--- config.mk ---
export PLATFORM = sky130hd
export DESIGN_NAME = cic_comb_chain_flat
export DESIGN_NICKNAME = d
export VERILOG_FILES = /design/src/rtl/cic_comb_chain_if.sv /design/src/rtl/cic_comb_chain.sv /design/src/flat_wrapper.sv
export SDC_FILE = /design/constraint.sdc
export NUM_CORES = 1
export LEC_CHECK = 0
export BUFFER_PORTS_ARGS = -buffer_cell sky130_fd_sc_hd__buf_2
export CAP_MARGIN = 20
export CORE_MARGIN = 1.5
export CORE_UTILIZATION = 35
export CTS_CLUSTER_DIAMETER = 80
export DETAILED_ROUTE_END_ITERATION = 6
export GPL_TIMING_DRIVEN = 0
export SYNTH_ARGS = -nofsm -noshare
export SYNTH_HDL_FRONTEND = slang
export SYNTH_SLANG_ARGS = --single-unit
export TNS_END_PERCENT = 5
--- constraint.sdc ---
create_clock -name clk_div -period 8.3 [get_ports clk_div]
set_clock_uncertainty 0.1 [all_clocks]
set_input_delay 1.245 -clock clk_div [delete_from_list [all_inputs] [get_ports clk_div]]
set_output_delay 1.245 -clock clk_div [all_outputs]
set_load 0.1 [all_outputs]
--- src/rtl/cic_comb_chain_if.sv ---
// Sample/result bundle for the CIC comb chain: oversampling select, input samples
// and the scaled, saturated output with its clip flag.
interface cic_comb_chain_if #(
    parameter int IDW = 32,
    parameter int ODW = 16
);
    logic [2:0]            os_sel;
    logic                  in_valid;
    logic signed [IDW-1:0] data_in;
    logic                  out_valid;
    logic signed [ODW-1:0] data_out;
    logic                  sat_flag;

    modport master (
        output os_sel, in_valid, data_in,
        input  out_valid, data_out, sat_flag
    );

    modport slave (
        input  os_sel, in_valid, data_in,
        output out_valid, data_out, sat_flag
    );
endinterface

--- src/rtl/cic_comb_chain.sv ---
// CIC decimator comb section: NSTG registered y[n]=x[n]-x[n-DM] stages, warm-up masking,
// os_sel-dependent right shift and saturation. Define CIC_COMB_ROUND_EN for round-half-up.
module cic_comb_chain #(
    parameter int IDW   = 32,
    parameter int ODW   = 16,
    parameter int NSTG  = 3,
    parameter int DM    = 1,
    parameter int SHMIN = 1
) (
    input  logic              clk_div,
    input  logic              reset_n,
    cic_comb_chain_if.slave   bus
);
    localparam int WARM = NSTG * DM;
    localparam int CW   = $clog2(WARM + 1);
    localparam logic [CW-1:0]         WARM_C = CW'(WARM);
    localparam logic [CW-1:0]         ZERO_C = {CW{1'b0}};
    localparam logic signed [IDW:0]   MAX_C  = {{(IDW-ODW+2){1'b0}}, {(ODW-1){1'b1}}};
    localparam logic signed [IDW:0]   MIN_C  = {{(IDW-ODW+2){1'b1}}, {(ODW-1){1'b0}}};
    localparam logic [IDW:0]          ONE_C  = {{IDW{1'b0}}, 1'b1};

    // Clip to the ODW range; returns {clipped, value}.
    function automatic logic [ODW:0] sat_fn(input logic signed [IDW:0] v);
        logic [ODW:0] r;
        if (v > MAX_C) begin
            r = {1'b1, 1'b0, {(ODW-1){1'b1}}};
        end else if (v < MIN_C) begin
            r = {1'b1, 1'b1, {(ODW-1){1'b0}}};
        end else begin
            r = {1'b0, v[ODW-1:0]};
        end
        return r;
    endfunction

    logic [2:0]            os_r;
    logic [CW-1:0]         warm_r;
    logic signed [IDW-1:0] tap_r   [NSTG][DM];
    logic signed [IDW-1:0] stage_r [NSTG];
    logic [NSTG-1:0]       vld_r, good_r;
    logic                  out_valid_r, sat_flag_r;
    logic signed [ODW-1:0] data_out_r;

    logic                  os_act_s, os_chg_s, accept_s, warm_done_s;
    logic signed [IDW-1:0] x_s [NSTG];
    logic [NSTG-1:0]       v_s, g_s;
    logic [7:0]            shift_s;
    logic signed [IDW:0]   ext_s, rnd_s, shf_s;
    logic [ODW:0]          sat_s;

    // Control decode: activity, select change and sample acceptance.
    always_comb begin
        os_act_s    = (bus.os_sel != 3'b000) && (bus.os_sel != 3'b111);
        os_chg_s    = (bus.os_sel != os_r);
        accept_s    = bus.in_valid && os_act_s && !os_chg_s;
        warm_done_s = (warm_r == ZERO_C);
    end

    // Stage inputs: each stage only moves when its upstream carries a valid sample.
    always_comb begin
        x_s[0] = bus.data_in;
        v_s[0] = accept_s;
        g_s[0] = accept_s && warm_done_s;
        for (int k = 1; k < NSTG; k++) begin
            x_s[k] = stage_r[k-1];
            v_s[k] = vld_r[k-1];
            g_s[k] = good_r[k-1];
        end
    end

    // Output scaling: optional rounding, arithmetic shift by S, saturation.
    always_comb begin
        shift_s = 8'(SHMIN) + (8'(os_r) - 8'd1) * 8'(NSTG);
        ext_s   = {stage_r[NSTG-1][IDW-1], stage_r[NSTG-1]};
`ifdef CIC_COMB_ROUND_EN
        if (shift_s != 8'd0) begin
            rnd_s = ext_s + signed'(ONE_C << (shift_s - 8'd1));
        end else begin
            rnd_s = ext_s;
        end
`else
        rnd_s = ext_s;
`endif
        shf_s = rnd_s >>> shift_s;
        sat_s = sat_fn(shf_s);
    end

    // Comb datapath, valid/warm-up tags and warm-up counter.
    always_ff @(posedge clk_div) begin
        if (!reset_n) begin
            os_r   <= 3'b000;
            warm_r <= WARM_C;
            vld_r  <= {NSTG{1'b0}};
            good_r <= {NSTG{1'b0}};
            for (int k = 0; k < NSTG; k++) begin
                stage_r[k] <= {IDW{1'b0}};
                for (int j = 0; j < DM; j++) tap_r[k][j] <= {IDW{1'b0}};
            end
        end else begin
            os_r <= bus.os_sel;
            if (!os_act_s || os_chg_s) begin
                warm_r <= WARM_C;
                vld_r  <= {NSTG{1'b0}};
                good_r <= {NSTG{1'b0}};
                for (int k = 0; k < NSTG; k++) begin
                    stage_r[k] <= {IDW{1'b0}};
                    for (int j = 0; j < DM; j++) tap_r[k][j] <= {IDW{1'b0}};
                end
            end else begin
                for (int k = 0; k < NSTG; k++) begin
                    if (v_s[k]) begin
                        stage_r[k]  <= x_s[k] - tap_r[k][DM-1];
                        tap_r[k][0] <= x_s[k];
                        for (int j = 1; j < DM; j++) tap_r[k][j] <= tap_r[k][j-1];
                    end
                end
                vld_r  <= v_s;
                good_r <= g_s;
                if (accept_s && !warm_done_s) begin
                    warm_r <= warm_r - CW'(1);
                end
            end
        end
    end

    // Result register: pulses out_valid, otherwise holds data_out/sat_flag.
    always_ff @(posedge clk_div) begin
        if (!reset_n) begin
            out_valid_r <= 1'b0;
            data_out_r  <= {ODW{1'b0}};
            sat_flag_r  <= 1'b0;
        end else if (!os_act_s) begin
            out_valid_r <= 1'b0;
            sat_flag_r  <= 1'b0;
        end else if (os_chg_s) begin
            out_valid_r <= 1'b0;
        end else if (vld_r[NSTG-1] && good_r[NSTG-1]) begin
            out_valid_r <= 1'b1;
            data_out_r  <= sat_s[ODW-1:0];
            sat_flag_r  <= sat_s[ODW];
        end else begin
            out_valid_r <= 1'b0;
        end
    end

    assign bus.out_valid = out_valid_r;
    assign bus.data_out  = data_out_r;
    assign bus.sat_flag  = sat_flag_r;
endmodule

--- src/flat_wrapper.sv ---
// flat-port wrapper written by rule: the top's interface ports become plain ports
module cic_comb_chain_flat 
#(
    parameter int IDW   = 32,
    parameter int ODW   = 16,
    parameter int NSTG  = 3,
    parameter int DM    = 1,
    parameter int SHMIN = 1
)
  (clk_div, reset_n, bus_os_sel, bus_in_valid, bus_data_in, bus_out_valid, bus_data_out, bus_sat_flag);
  cic_comb_chain_if #(.IDW(IDW), .ODW(ODW)) bus_i ();
  input  logic clk_div;
  input  logic reset_n;
  input wire logic [$bits(bus_i.os_sel)-1:0] bus_os_sel;
  input wire logic [$bits(bus_i.in_valid)-1:0] bus_in_valid;
  input wire logic [$bits(bus_i.data_in)-1:0] bus_data_in;
  output wire logic [$bits(bus_i.out_valid)-1:0] bus_out_valid;
  output wire logic [$bits(bus_i.data_out)-1:0] bus_data_out;
  output wire logic [$bits(bus_i.sat_flag)-1:0] bus_sat_flag;
  assign bus_i.os_sel = bus_os_sel;
  assign bus_i.in_valid = bus_in_valid;
  assign bus_i.data_in = bus_data_in;
  assign bus_out_valid = bus_i.out_valid;
  assign bus_data_out = bus_i.data_out;
  assign bus_sat_flag = bus_i.sat_flag;
  cic_comb_chain #(.IDW(IDW), .ODW(ODW), .NSTG(NSTG), .DM(DM), .SHMIN(SHMIN)) u_core (.clk_div(clk_div), .reset_n(reset_n), .bus(bus_i));
endmodule
==> impl_metrics.tcl <==
set metrics [dict create \
    max_freq_mhz 129.6 \
    drc 0 \
    r2r-start "u_core.os_r[0]" \
    rows 76 \
    hold_viol_final 0 \
    cp.arrival_ns 8.03 \
    synth_edf_count 192 \
    synthCells 1573 \
    clockBufferDepth 3 \
    synth_mux_area_frac 0.02614 \
    period_share 0.9298 \
    die_h_um 211.5 \
    grt_pass1_wl_mm 54.41 \
    clk_latency_ns 0.59 \
    diodes 0 \
    wirelength_mm 33.15 \
    fillers 4294 \
    grt_start_max_net_pins 65 \
    critical_path.max_stage_delay_ns 0.56 \
    yosys_warnings 0 \
    synthXorXnorAreaFrac 0.03971 \
    final-setup-viol-count 0 \
    ys_ff_latch 221 \
    grtUsageTotal 0.1500 \
    worst_pin_slew_ns 1.003 \
    reg2reg_slack_ns 0.58 \
    finalPower_mw 3.451 \
    period_needed_ns 7.718 \
    worstReg2RegEnd "u_core.bus.data_out[2]" \
    status "finished, final reports clean" \
    start_util 0.3541 \
    gp_congestion 0.8985 \
    ys_types 94 \
    crit_path_end_kind "register" \
    hold_path_class "register to register" \
    synth_area_leaders "edfxtp_1 38%, ha_1 8.1%, and2_1 4.5%" \
    first_pass_iters 5 \
    syn_to_final_growth_pct 13.09 \
    clock-sinks 221 \
    synth_fp_nets 1713 \
    hpwl_mm 25.42 \
    synth-compound-area-share 0.1904 \
    critPathTopFamily "buffers and inverters" \
    synth.most_common_cell "edfxtp_1" \
    crit_start "u_core.os_r[0]" \
    syn_area_per_cell_um2 9.675 \
    worst-path-stages 24 \
    dr_total_vias 11310 \
    critical_path.max_fanout 12 \
    core_area_um2 42980 \
    ir_worst_vdd_mv 0.1673 \
    synth_top_area_cell "edfxtp_1" \
    synth_top_family_by_area "compound AO/OA/AOI/OAI gates" \
    first_iter_violations 508 \
    nets 1799 \
    grt_pass1_vias 11110 \
    cts_tree "done" \
    crit_buf_inv 13 \
    die-area_um2 44740 \
    synth-adder-area-share 0.08534 \
    grt.overflow.total 0 \
    power_density_nw_per_um2 200.5 \
    synthTopCellsByCount "192 x edfxtp_1, 158 x nor2_1, 128 x inv_1" \
    numPortBuffers 55 \
    slew_violations 0 \
    clkTransAtPathRegs_ns 0.06 \
    hold_buffers 0 \
    critPathSlowestCell "clkdlybuf4s50_2" \
    antenna_found_initial 0 \
    routedWlPerCell_um 14.63 \
    required_ns 8.61 \
    crit_path_start_kind "register" \
    synth-simple-area-share 0.1824 \
    cts_made_buffers 28 \
    cap_violations 0 \
    synth_top_area_share 0.3789 \
    postCtsSetupRepairBufs 0 \
    cp_common_cell "clkbuf_1" \
    crit_end "u_core.bus.data_out[2]" \
    critPathKind "register to register" \
    cts-root-buf "clkbuf_16" \
    seq_area_frac_synth 0.4170 \
    ys.flop_type "edfxtp_1" \
    path_cells "buf_4 > clkbuf_8 > clkbuf_1 > clkbuf_1 > inv_1 > clkbuf_1 > ha_1 > clkdlybuf4s50_2 > clkinv_1 > buf_1 > buf_1 > ha_1 > or3_1 > dlymetal6s4s_1 > nand2_4 > buf_2 > a211oi_1 > o21ai_0 > o2111ai_1 > nor4_1 > a311oi_1 > nand2_1 > buf_4 > o211ai_1" \
    ant_nets 0 \
    holdWs_ns 0.3266 \
    slew_headroom 0.3227 \
    fin_cells 2266 \
    dp.cells 2214 \
    syn_area_um2 15220 \
    setup_tns_ns 0 \
    async_flop_share 0 \
    worstRegToRegCells 24 \
    drive_gt1_frac 0.1017 \
    io_pins 56 \
    leakage_nw 7.107 \
    rsz0062_at_grt "false" \
    die_x_um 211.5 \
    viasPerCell 4.991 \
    cts-htree-levels 1 \
    cts_resized 0 \
]
[worst min-delay path by stage]
stage	from	endpoint	slack, ns	depth (start not counted)
2_1_floorplan	u_core.good_r[0]	u_core.good_r[1]	0.31	1
3_3_place_gp	u_core.good_r[0]	u_core.good_r[1]	0.31	1
5_1_grt	u_core.good_r[0]	u_core.good_r[1]	0.34	1
3_5_place_dp	u_core.good_r[0]	u_core.good_r[1]	0.32	1
4_1_cts	u_core.good_r[0]	u_core.good_r[1]	0.33	1
6_report	u_core.good_r[0]	u_core.good_r[1]	0.33	1
[routing by layer]
| metal | vias up | GRT usage | share of wire |
|---|---|---|---|
| met5 | - | 0 | 0 |
| met4 | 0 | 0.05394 | 0.035 |
| met3 | 63 | 0.02047 | 0.030 |
| met2 | 189 | 0.2687 | 0.48 |
| met1 | 5170 | 0.1832 | 0.46 |
| li1 | 5887 | - | - |
[placed cells by master, fill, tap and decap left out, types with 8 or more instances in the layout]
master	instances
a211oi_1	24
a21o_1	43
a21oi_1	91
a31oi_1	15
and2_1	110
and3_1	14
buf_2	57
buf_6	8
clkbuf_1	41
clkbuf_16	28
clkbuf_8	8
dfxtp_1	29
edfxtp_1	192
ha_1	99
inv_1	128
mux2i_1	18
nand2_1	107
nand2b_1	33
nand3_1	18
nor2_1	158
nor2b_1	19
nor3_1	33
o211ai_1	13
o211ai_2	10
o21a_1	23
o21ai_0	64
o22ai_1	10
o311a_1	8
o311ai_0	12
o31a_1	8
o31ai_1	9
or3_1	10
xnor2_1	32
xor2_1	37
[registers in the layout, indices dropped and copies added (netlist names)]
signal and flops:
u_core.bus.sat_flag 1, u_core.warm_r 2, u_core.vld_r 3, u_core.stage_r 96, u_core.os_r 3, u_core.bus.data_out 16
u_core.bus.out_valid 1, u_core.good_r 3, u_core.tap_r 96
[worst reg2reg max path, stage by stage, from the launching register on]
cell and delay (ns):
dfxtp_1 0.31, buf_4 0.17, clkbuf_8 0.19, clkbuf_1 0.35, clkbuf_1 0.49, inv_1 0.23, clkbuf_1 0.35, ha_1 0.38
clkdlybuf4s50_2 0.56, clkinv_1 0.18, buf_1 0.48, buf_1 0.49, ha_1 0.37, or3_1 0.35, dlymetal6s4s_1 0.33, nand2_4 0.19
buf_2 0.28, a211oi_1 0.18, o21ai_0 0.39, o2111ai_1 0.17, nor4_1 0.34, a311oi_1 0.22, nand2_1 0.17, buf_4 0.22
o211ai_1 0.10
[report_power, final]
| group | switching [mW] | internal [mW] | total, mW |
|---|---|---|---|
| registers | 0.0185 | 1.25 | 1.27 |
| clock network | 0.472 | 0.755 | 1.23 |
| logic | 0.559 | 0.400 | 0.959 |
| total | 1.05 | 2.40 | 3.45 |
[cells by family (layout without fill, tap and decap cells)]
family	Yosys count	after routing
adders and majority gates	102	102
DFF	221	221
xor gates and xnor gates	69	69
AOI/OAI and AO/OA	410	410
buffers and inverters	195	303
and+or+nand+nor	547	547
muxes	29	29
[final cells by class]
| class | count | area [um2] | share of cell area |
|---|---|---|---|
| Multi-Input combinational cell | 1157 | 7998 | 0.4647 |
| Sequential cell | 221 | 6346 | 0.3687 |
| Tap cell | 585 | 732.0 | 0.04253 |
| Clock buffer | 34 | 730.7 | 0.04246 |
| Inverter | 130 | 488.0 | 0.02835 |
| Buffer | 65 | 409.1 | 0.02377 |
| Timing Repair Buffer | 56 | 280.3 | 0.01628 |
| Clock inverter | 18 | 226.5 | 0.01316 |
[metrics by stage]
stage	instance area (um2)	utilization	setup slack [ns]
2_1_floorplan	15220	-	2.257
3_3_place_gp	16230	0.3775	0.5767
3_5_place_dp	16250	0.3781	0.6055
4_1_cts	17210	0.4004	0.5780
5_1_grt	17210	0.4004	0.07703
6_report	17210	0.4004	0.5824
No activity file was read; power rests on OpenSTA's default activity.
